File: config.mk
export PLATFORM = sky130hd
export DESIGN_NAME = mem_ctrl
export DESIGN_NICKNAME = d
export VERILOG_FILES = /design/src/rtl/mem_ctrl.sv
export SDC_FILE = /design/constraint.sdc
export NUM_CORES = 1
export LEC_CHECK = 0
export CORE_ASPECT_RATIO = 0.75
export CORE_UTILIZATION = 43
export DETAILED_ROUTE_END_ITERATION = 10
export PLACE_DENSITY = 0.83
export SKIP_CTS_REPAIR_TIMING = 1
export SLEW_MARGIN = 20
export SYNTH_ARGS = -nofsm -noshare
export SYNTH_HDL_FRONTEND = slang
export SYNTH_SLANG_ARGS = --single-unit
export TNS_END_PERCENT = 30
File: constraint.sdc
create_clock -name clk -period 3.81 [get_ports clk]
set_clock_uncertainty 0.1 [all_clocks]
set_input_delay 0.381 -clock clk [delete_from_list [all_inputs] [get_ports clk]]
set_output_delay 0.381 -clock clk [all_outputs]
set_load 0.02 [all_outputs]
File: src/rtl/mem_ctrl.sv
// mem_ctrl: request/response sequencer in front of a 64x4 level-sensitive memory.
// Each beat runs SETUP (pins driven, en low) -> ACCESS (en rises) -> CAPTURE
// (en held), then RESP for reads. Memory pins only change while mem_en is low.
// Optional feature macro: MEM_CTRL_BURST_EN (honour req_len, 1-4 beats).
module mem_ctrl #(
  parameter int unsigned ADDR_W = 6,
  parameter int unsigned DATA_W = 4
) (
  input  logic              clk,
  input  logic              rst,
  input  logic              req_valid,
  output logic              req_ready,
  input  logic              req_we,
  input  logic [ADDR_W-1:0] req_addr,
  input  logic [DATA_W-1:0] req_wdata,
  input  logic [1:0]        req_len,
  output logic              rsp_valid,
  input  logic              rsp_ready,
  output logic [DATA_W-1:0] rsp_data,
  output logic              rsp_last,
  output logic              mem_en,
  output logic              mem_rw,
  output logic [ADDR_W-1:0] mem_addr,
  output logic [DATA_W-1:0] mem_datain,
  input  logic [DATA_W-1:0] mem_dataout
);

  typedef enum logic [2:0] {
    S_IDLE,
    S_SETUP,
    S_ACCESS,
    S_CAPTURE,
    S_RESP
  } state_e;

  state_e             state_q, state_d;
  logic               req_ready_q, req_ready_d;
  logic               rsp_valid_q, rsp_valid_d;
  logic [DATA_W-1:0]  rsp_data_q, rsp_data_d;
  logic               rsp_last_q, rsp_last_d;
  logic               mem_en_q, mem_en_d;
  logic               mem_rw_q, mem_rw_d;
  logic [ADDR_W-1:0]  mem_addr_q, mem_addr_d;
  logic [DATA_W-1:0]  mem_datain_q, mem_datain_d;
  logic               more_beats;

`ifdef MEM_CTRL_BURST_EN
  logic [1:0]         cnt_q, cnt_d;

  // Beats remaining after the current one
  assign more_beats = (cnt_q != 2'd0);
`else
  logic [1:0]         unused_len;

  // Single-beat build: the length field has no effect
  assign more_beats = 1'b0;
  assign unused_len = req_len;
`endif

  // Next-state and next-output logic; mem_rw/addr/datain double as the request latch
  always_comb begin
    state_d      = state_q;
    rsp_valid_d  = rsp_valid_q;
    rsp_data_d   = rsp_data_q;
    rsp_last_d   = rsp_last_q;
    mem_en_d     = mem_en_q;
    mem_rw_d     = mem_rw_q;
    mem_addr_d   = mem_addr_q;
    mem_datain_d = mem_datain_q;
`ifdef MEM_CTRL_BURST_EN
    cnt_d        = cnt_q;
`endif

    case (state_q)
      S_IDLE: begin
        mem_en_d = 1'b0;
        if (req_valid && req_ready_q) begin
          mem_rw_d     = !req_we;
          mem_addr_d   = req_addr;
          mem_datain_d = req_wdata;
`ifdef MEM_CTRL_BURST_EN
          cnt_d        = req_len;
`endif
          state_d      = S_SETUP;
        end
      end
      S_SETUP: begin
        mem_en_d = 1'b1;
        state_d  = S_ACCESS;
      end
      S_ACCESS: begin
        state_d = S_CAPTURE;
      end
      S_CAPTURE: begin
        mem_en_d = 1'b0;
        if (mem_rw_q) begin
          rsp_data_d  = mem_dataout;
          rsp_valid_d = 1'b1;
          rsp_last_d  = !more_beats;
          state_d     = S_RESP;
        end else if (more_beats) begin
          mem_addr_d = mem_addr_q + ADDR_W'(1);
`ifdef MEM_CTRL_BURST_EN
          cnt_d      = cnt_q - 2'd1;
`endif
          state_d    = S_SETUP;
        end else begin
          state_d = S_IDLE;
        end
      end
      S_RESP: begin
        mem_en_d = 1'b0;
        if (rsp_ready) begin
          rsp_valid_d = 1'b0;
          rsp_last_d  = 1'b0;
          if (more_beats) begin
            mem_addr_d = mem_addr_q + ADDR_W'(1);
`ifdef MEM_CTRL_BURST_EN
            cnt_d      = cnt_q - 2'd1;
`endif
            state_d    = S_SETUP;
          end else begin
            state_d = S_IDLE;
          end
        end
      end
      default: begin
        mem_en_d = 1'b0;
        state_d  = S_IDLE;
      end
    endcase

    req_ready_d = (state_d == S_IDLE);
  end

  // State and registered outputs with synchronous reset
  always_ff @(posedge clk) begin
    if (rst) begin
      state_q      <= S_IDLE;
      req_ready_q  <= 1'b0;
      rsp_valid_q  <= 1'b0;
      rsp_data_q   <= '0;
      rsp_last_q   <= 1'b0;
      mem_en_q     <= 1'b0;
      mem_rw_q     <= 1'b0;
      mem_addr_q   <= '0;
      mem_datain_q <= '0;
`ifdef MEM_CTRL_BURST_EN
      cnt_q        <= 2'd0;
`endif
    end else begin
      state_q      <= state_d;
      req_ready_q  <= req_ready_d;
      rsp_valid_q  <= rsp_valid_d;
      rsp_data_q   <= rsp_data_d;
      rsp_last_q   <= rsp_last_d;
      mem_en_q     <= mem_en_d;
      mem_rw_q     <= mem_rw_d;
      mem_addr_q   <= mem_addr_d;
      mem_datain_q <= mem_datain_d;
`ifdef MEM_CTRL_BURST_EN
      cnt_q        <= cnt_d;
`endif
    end
  end

  assign req_ready  = req_ready_q;
  assign rsp_valid  = rsp_valid_q;
  assign rsp_data   = rsp_data_q;
  assign rsp_last   = rsp_last_q;
  assign mem_en     = mem_en_q;
  assign mem_rw     = mem_rw_q;
  assign mem_addr   = mem_addr_q;
  assign mem_datain = mem_datain_q;

endmodule

==> results.cfg, run 1 <==
[critical_path]
cpPeakStageDelay_ns = 0.62
cpLargestDelayFamily = buffers and inverters
cp_slowest_cell = clkdlybuf4s50_1
crit_buf_inv = 1
cp_data_required_time_ns = 3.33
worst_ep_arrival_time_ns = 1.34
end_kind = output port
worstPathMaxFanout = 4
cp-start-kind = flip-flop
crit_chain = clkdlybuf4s50_1
path_class = flip-flop to output port

[clock_network]
insertion_delay_ns = 0.31
numClockSinks = 21
htreeDepth = 1
cts_tree = done
cts_root_buf = clkbuf_4
clk_pin_slew_worst_paths_ns = 0.12
cts.path.max_buffers = 2
cts_made_buffers = 3

[routing]
drc = 0
vias = 734
routed_wl_um = 1769
ant_nets = 0
drtIter0Drc = 8
wl_per_cell_um = 12.20
vias_per_cell = 5.062
dr.pass1.iters = 2

[global_route]
antenna_found_initial = 0
grt_pass1_wl_um = 2732
grt_max_degree = 32
grt_pass1_vias = 666
grt_remaining_overflow = 0
grt_use_total = 0.1834

[sta]
min_period_ns = 1.822
worst_pin_slew_ns = 0.7995
max_freq_mhz = 548.8
tns_ns = 0
drv_slew = 0
finalHoldViolCount = 0
rsz0062_at_grt = false
timing.final.ws_setup_ns = 1.988
setup_viol = 0
slew_headroom = 0.4654
fin_crit_sh = 0.4782

[die]
start_util = 0.4842
die_area_um2 = 2239
die_w_um = 54.30
rows = 13
io_pins = 40
core_area_um2 = 1822
die_h_um = 41.23

[synthesis]
yosysWarningCount = 0
avgSynthCellArea_um2 = 10.02
ys_ff_latch = 21
syn_inst = 88
synthesis.nets = 109
synth_area_um2 = 882.1
yosys.cell_types.count = 24
yosysSeqAreaShare = 0.4766

[finish]
diodes = 0
layout.nets = 145
stdcell_count = 145
fillCellCount = 151
final_common_cell = clkdlybuf4s50_1
area.growth.synth_to_final_pct = 45.96
drive_gt1_frac = 0.06504
layout_common_cells = clkdlybuf4s50_1 (37), dfxtp_1 (21), nand2b_1 (20)

[pwr]
power_density_nw_per_um2 = 349.8
ir_worst_vdd_uv = 288.3
p_leak_nw = 0.4929

[placement]
preCtsSetupSlack_ns = 1.797
place_hpwl_um = 1328
port_buffers = 37
dp.cells = 141
routabilityCongestion = 0.7947

[worst_hold_path]
hold_path.class = flip-flop to flip-flop

[run_status]
status = finished clean

[run]
cap_violations = 0
==> cells by family (layout without fill, tap and decap cells) <==
kind of cell / after synthesis / count (layout) / share of synthesized area
XOR/XNOR: 1 / 1 / 0.009931
multiplexers: 15 / 15 / 0.1716
flip-flops: 21 / 21 / 0.4766
AND/OR/NAND/NOR: 35 / 35 / 0.2426
buffers and inverters: 8 / 43 / 0.04538
AO/OA/AOI/OAI: 8 / 8 / 0.05391
==> final timing paths <==
path / from / to / slack [ns] / cells past startpoint
max: mem_rw / mem_rw / 1.99 / 1
min: mem_en / mem_en / 0.38 / 1
max reg2reg: state_q[0] / rsp_data[2] / 2.28 / 3
min reg2reg: mem_en / mem_en / 0.38 / 1
==> synthesized netlist by cell type <==
| library cell | count | share of area |
|---|---|---|
| dfxtp_1 | 21 | 0.48 |
| nand2b_1 | 20 | 0.14 |
| mux2i_1 | 14 | 0.16 |
| a21oi_1 | 5 | 0.028 |
| nor2_1 | 5 | 0.021 |
| buf_2 | 2 | 0.011 |
| buf_4 | 2 | 0.017 |
| clkbuf_1 | 2 | 0.0085 |
| nor3_1 | 2 | 0.011 |
| a211o_1 | 1 | 0.0099 |
| a31oi_1 | 1 | 0.0071 |
| and3_1 | 1 | 0.0071 |
| buf_1 | 1 | 0.0043 |
| inv_2 | 1 | 0.0043 |
| mux2_2 | 1 | 0.013 |
| nand2_1 | 1 | 0.0043 |
| nand4b_1 | 1 | 0.0099 |
| nor2b_1 | 1 | 0.0071 |
| nor4_1 | 1 | 0.0071 |
| nor4_2 | 1 | 0.014 |
| o21a_1 | 1 | 0.0085 |
| or3b_1 | 1 | 0.0099 |
| or4_1 | 1 | 0.0085 |
| xnor2_1 | 1 | 0.0099 |
==> per-layer routing <==
metal,global-route usage,up-vias,part of all wire
met2,0.3476,19,0.52
li1,-,368,-
met4,0.05769,0,0.0079
met3,0.06667,2,0.044
met1,0.1921,345,0.42
met5,0,-,0
==> registers in the layout (all words and copies together), names as in the netlist <==
register and flops:
mem_addr 6, mem_datain 4, rsp_data 4, state_q 3, mem_en 1, mem_rw 1
req_ready 1, rsp_last 1
==> area by class of cell <==
type | count | area, µm² | area share
clock inverters | 1 | 5.005 | 0.003887
well taps | 22 | 27.53 | 0.02138
multi-input cells | 59 | 430.4 | 0.3343
inverters | 1 | 3.754 | 0.002915
clock buffers | 3 | 22.52 | 0.01749
flip-flops and latches | 21 | 420.4 | 0.3265
repair buffers | 38 | 377.9 | 0.2935
==> metrics by stage <==
step | power, mW | cell area [µm²] | hold WS (ns) | util
2_1_floorplan | 0.3027 | 882.1 | 0.4163 | -
3_3_place_gp | 0.3477 | 1260 | 0.3493 | 0.6916
3_5_place_dp | 0.3505 | 1260 | 0.3528 | 0.6916
4_1_cts | 0.4574 | 1287 | 0.3822 | 0.7067
5_1_grt | 0.4763 | 1287 | 0.4064 | 0.7067
6_report | 0.4504 | 1287 | 0.3806 | 0.7067
==> where the power goes <==
group          switching [mW]  internal [mW]
combinational          0.0392         0.0572
clock                  0.0664         0.0392
sequential             0.0153          0.233
No activity file was read; power rests on OpenSTA's default activity.
==> run 2, diff against run 1 <==
--- a/config.mk
+++ b/config.mk
@@ -6,9 +6,9 @@
 export NUM_CORES = 1
 export LEC_CHECK = 0
 export CORE_ASPECT_RATIO = 0.75
-export CORE_UTILIZATION = 43
+export CORE_UTILIZATION = 36
 export DETAILED_ROUTE_END_ITERATION = 10
-export PLACE_DENSITY = 0.83
+export PLACE_DENSITY = 0.74
 export SKIP_CTS_REPAIR_TIMING = 1
 export SLEW_MARGIN = 20
 export SYNTH_ARGS = -nofsm -noshare
==> constraint.sdc (replaced) <==
create_clock -name clk -period 1.55 [get_ports clk]
set_clock_uncertainty 0.1 [all_clocks]
set_input_delay 0.155 -clock clk [delete_from_list [all_inputs] [get_ports clk]]
set_output_delay 0.155 -clock clk [all_outputs]
set_load 0.02 [all_outputs]
==> results.cfg, run 2 (synthesis gave the netlist of run 1 again) <==
[pwr]
power_density_nw_per_um2 = 805.9
p_leak_nw = 0.8375
ir_worst_vdd_uv = 526.6

[worst_hold_path]
holdPathStages = 3
hold_path.class = input pin to flip-flop
holdCritStartpoint = req_addr[2]
holdPathEnd = mem_addr[2]

[critical_path]
path_class = flip-flop to output port
cpLargestDelayFamily = buffers and inverters
crit_buf_inv = 1
cp-start-kind = flip-flop
worstPathMaxFanout = 2
reg2regPathDepth = 3
rr_endpoint = req_ready
cp_data_required_time_ns = 1.29
end_kind = output port
crit_chain = clkdlybuf4s50_1
cpPeakStageDelay_ns = 0.60
cp_slowest_cell = clkdlybuf4s50_1
timing.rr.start = state_q[2]
reg2reg_slack_ns = 0.10
cp_num_cells = 1
worst_ep_arrival_time_ns = 1.25

[routing]
dr.pass1.iters = 6
wl_per_cell_um = 11.58
vias = 761
drc = 0
vias_per_cell = 4.698
drtIter0Drc = 24
ant_nets = 0
routed_wl_um = 1876

[global_route]
grt_pass1_wl_um = 2856
antenna_found_initial = 0
grt_max_degree = 32
grt_pass1_vias = 654
grt_use_total = 0.1444
grt_remaining_overflow = 0

[placement]
place_hpwl_um = 1373
port_buffers = 37
preCtsSetupSlack_ns = 0.02991
placed_area_um2 = 1325
routabilityCongestion = 0.7124

[finish]
layout_common_cells = dfxtp_1 (21), nand2b_1 (20), clkdlybuf4s50_1 (19)
layout.nets = 150
final_cell_area_um2 = 1400
final_common_cell = dfxtp_1
largest_reg_flops = 6
final_util = 0.6065
area.growth.synth_to_final_pct = 58.72
diodes = 0
drive_gt1_frac = 0.1016

[die]
io_pins = 40
die_area_um2 = 2654
die_w_um = 59.16
rows = 15
start_util = 0.3821
die_h_um = 44.87
core_area_um2 = 2308

[sta]
timing.final.ws_setup_ns = 0.04147
max_freq_mhz = 662.9
rsz0062_at_grt = false
worst_pin_slew_ns = 0.3845
holdWs_ns = 0.2918
drv_slew = 0
min_period_ns = 1.509
fin_crit_sh = 0.9732
finalHoldViolCount = 0
setup_viol = 0
slew_headroom = 0.7433

[clock_network]
cts_root_buf = clkbuf_4
cts.path.max_buffers = 2
insertion_delay_ns = 0.31
numClockSinks = 21
clk_pin_slew_worst_paths_ns = 0.12
cts_made_buffers = 3
htreeDepth = 1
cts_tree = done

[run]
cap_violations = 0

[run_status]
status = finished clean
run 2: cell count changes in the layout (fill, tap and decap cells not counted):
cell | previous run | this run
clkinvlp_4 | 0 | 1
dlymetal6s2s_1 | 0 | 18
clkdlybuf4s50_1 | 37 | 19
buf_4 | 1 | 5
buf_12 | 0 | 1
clkinv_2 | 1 | 0
run 2: per-layer routing:
| layer | up-vias | GRT usage | wire, µm |
|---|---|---|---|
| li1 | 379 | - | - |
| met5 | - | 0 | 0 |
| met3 | 3 | 0.04011 | 97 |
| met1 | 355 | 0.1714 | 809 |
| met2 | 24 | 0.2568 | 961 |
| met4 | 0 | 0.04286 | 8 |
run 2: worst max-delay path by stage:
stage / start / to / slack, ns
final: mem_addr[4] / mem_addr[4] / 0.04
after global routing: mem_addr[4] / mem_addr[4] / 0.007
after floorplan: state_q[2] / req_ready / 0.22
after global placement: req_valid / mem_rw / 0.05
after CTS: mem_rw / mem_rw / -0.06
after detailed placement: req_valid / mem_addr[0] / 0.03
run 2: cell type report:
cell class	instances	area (µm²)
repair buffers	43	473.0
clock inverters	1	7.507
clock buffers	3	22.52
fillers	203	908.4
flip-flops and latches	21	420.4
multi-input cells	59	430.4
well taps	34	42.54
inverters	1	3.754
run 2: report_power, final:
| group | internal [mW] | switching [mW] |
|---|---|---|
| sequential | 0.573 | 0.0360 |
| clock | 0.0984 | 0.175 |
| combinational | 0.146 | 0.0995 |
| total | 0.817 | 0.311 |
run 2: per-stage QoR:
stage	cells	TNS [ns]	power, mW
6_report	162	0	1.128
5_1_grt	162	0	1.188
4_1_cts	162	-0.1307	1.144
3_5_place_dp	158	0	0.8728
3_3_place_gp	158	0	0.8663
2_1_floorplan	88	0	0.7441
==> run 3, diff against run 2 <==
--- a/config.mk
+++ b/config.mk
@@ -6,9 +6,10 @@
 export NUM_CORES = 1
 export LEC_CHECK = 0
 export CORE_ASPECT_RATIO = 0.75
-export CORE_UTILIZATION = 36
+export CORE_UTILIZATION = 38
+export CTS_BUF_LIST = sky130_fd_sc_hd__clkbuf_4
 export DETAILED_ROUTE_END_ITERATION = 10
-export PLACE_DENSITY = 0.74
+export PLACE_DENSITY = 0.77
 export SKIP_CTS_REPAIR_TIMING = 1
 export SLEW_MARGIN = 20
 export SYNTH_ARGS = -nofsm -noshare
==> results.cfg, run 3 (synthesis gave the netlist of run 1 again) <==
[sta]
drv_slew = 0
tns_ns = 0
max_freq_mhz = 663.4
slew_headroom = 0.7303
finalHoldViolCount = 0
timing.final.ws_setup_ns = 0.04256
worst_pin_slew_ns = 0.4040
min_period_ns = 1.507
setup_viol = 0
rsz0062_at_grt = false
fin_crit_sh = 0.9725

[critical_path]
path_class = flip-flop to output port
end_kind = output port
cp-start-kind = flip-flop
timing.rr.start = state_q[0]
cpPeakStageDelay_ns = 0.61
crit_start = mem_datain[3]
cpLargestDelayFamily = buffers and inverters
cp_data_required_time_ns = 1.29
worstPathMaxFanout = 2
crit_buf_inv = 1
cp_num_cells = 1
crit_chain = clkdlybuf4s50_1
reg2regPathDepth = 2
cp_slowest_cell = clkdlybuf4s50_1
worst_ep_arrival_time_ns = 1.25

[die]
die_w_um = 57.64
die_h_um = 43.73
io_pins = 40
core_area_um2 = 2102
rows = 14
die_area_um2 = 2520
start_util = 0.4196

[clock_network]
clk_pin_slew_worst_paths_ns = 0.12
cts.path.max_buffers = 2
cts_root_buf = clkbuf_4
numClockSinks = 21
cts_tree = done
cts_made_buffers = 3
htreeDepth = 1
insertion_delay_ns = 0.31

[finish]
stdcell_count = 153
largest_reg_flops = 6
drive_gt1_frac = 0.1163
layout_common_cells = nand2b_1 (20), clkdlybuf4s50_1 (20), dfxtp_1 (20)
final_util = 0.6577
area.growth.synth_to_final_pct = 56.74
final_cell_area_um2 = 1383
layout.nets = 151
diodes = 0

[global_route]
grt.met3_usage = 0.05373
busiest_layer = met2
grt_use_total = 0.1583
grt_pass1_vias = 746
antenna_found_initial = 0
grtUsageMet1 = 0.1776
grt_use_met2 = 0.2814
grt_max_degree = 13
grt_pass1_wl_um = 2973
grt_remaining_overflow = 0

[pwr]
p_seq_frac = 0.547
p_int_uw = 813.5
p_comb_frac = 0.218
power_density_nw_per_um2 = 807.1
power_frac_clock = 0.236
ir_worst_vdd_uv = 795.6
p_sw_uw = 302.3
switching_share = 0.2709
p_leak_nw = 0.8248

[placement]
preCtsSetupSlack_ns = -0.01049
routabilityCongestion = 0.7652
placed_area_um2 = 1300
place_hpwl_um = 1338
dp.cells = 148
port_buffers = 37

[routing]
ant_nets = 0
wl_per_cell_um = 12.16
vias = 745
drtIter0Drc = 13
dr.pass1.iters = 7
vias_per_cell = 4.869
routed_wl_um = 1860
drc = 2

[run_status]
status = finished, violations left
violations = DRC

[worst_hold_path]
hold_path.class = input pin to flip-flop
holdPathStages = 3
holdCritStartpoint = req_addr[3]

[run]
cap_violations = 0
## run 3: through the flow
stage | power [mW] | hold slack (ns)
final | 1.116 | 0.3005
after global routing | 1.173 | 0.3057
after CTS | 1.135 | 0.2972
after detailed placement | 0.8684 | 0.3611
after global placement | 0.8629 | 0.3526
after floorplan | 0.7441 | 0.1989
## run 3: final cells by class
cell class / count / area, µm²
multi-input cells: 59 / 430.4
fillers: 176 / 719.4
clock buffers: 3 / 22.52
flip-flops and latches: 21 / 421.7
well taps: 24 / 30.03
clock inverters: 1 / 5.005
repair buffers: 44 / 469.2
inverters: 1 / 3.754
## run 3: final timing paths
| kind | end | slack [ns] |
|---|---|---|
| setup / recovery | mem_datain[3] | 0.04 |
| setup reg to reg | req_ready | 0.12 |
| hold / removal | mem_addr[3] | 0.30 |
| hold reg to reg | mem_addr[3] | 0.38 |
## run 3: power groups by stage
| stage | clock network [mW] | registers [mW] | logic, mW |
|---|---|---|---|
| finish | 0.263 | 0.610 | 0.243 |
| floorplan | 0 | 0.634 | 0.110 |
| global placement | 0 | 0.619 | 0.243 |
| global route | 0.299 | 0.614 | 0.260 |
| detailed placement | 0 | 0.623 | 0.246 |
| CTS | 0.278 | 0.610 | 0.247 |
## run 3: metal layers
layer,wire [µm],up-vias
li1,-,378
met2,948,19
met4,19,0
met3,83,2
met5,0,-
met1,807,346
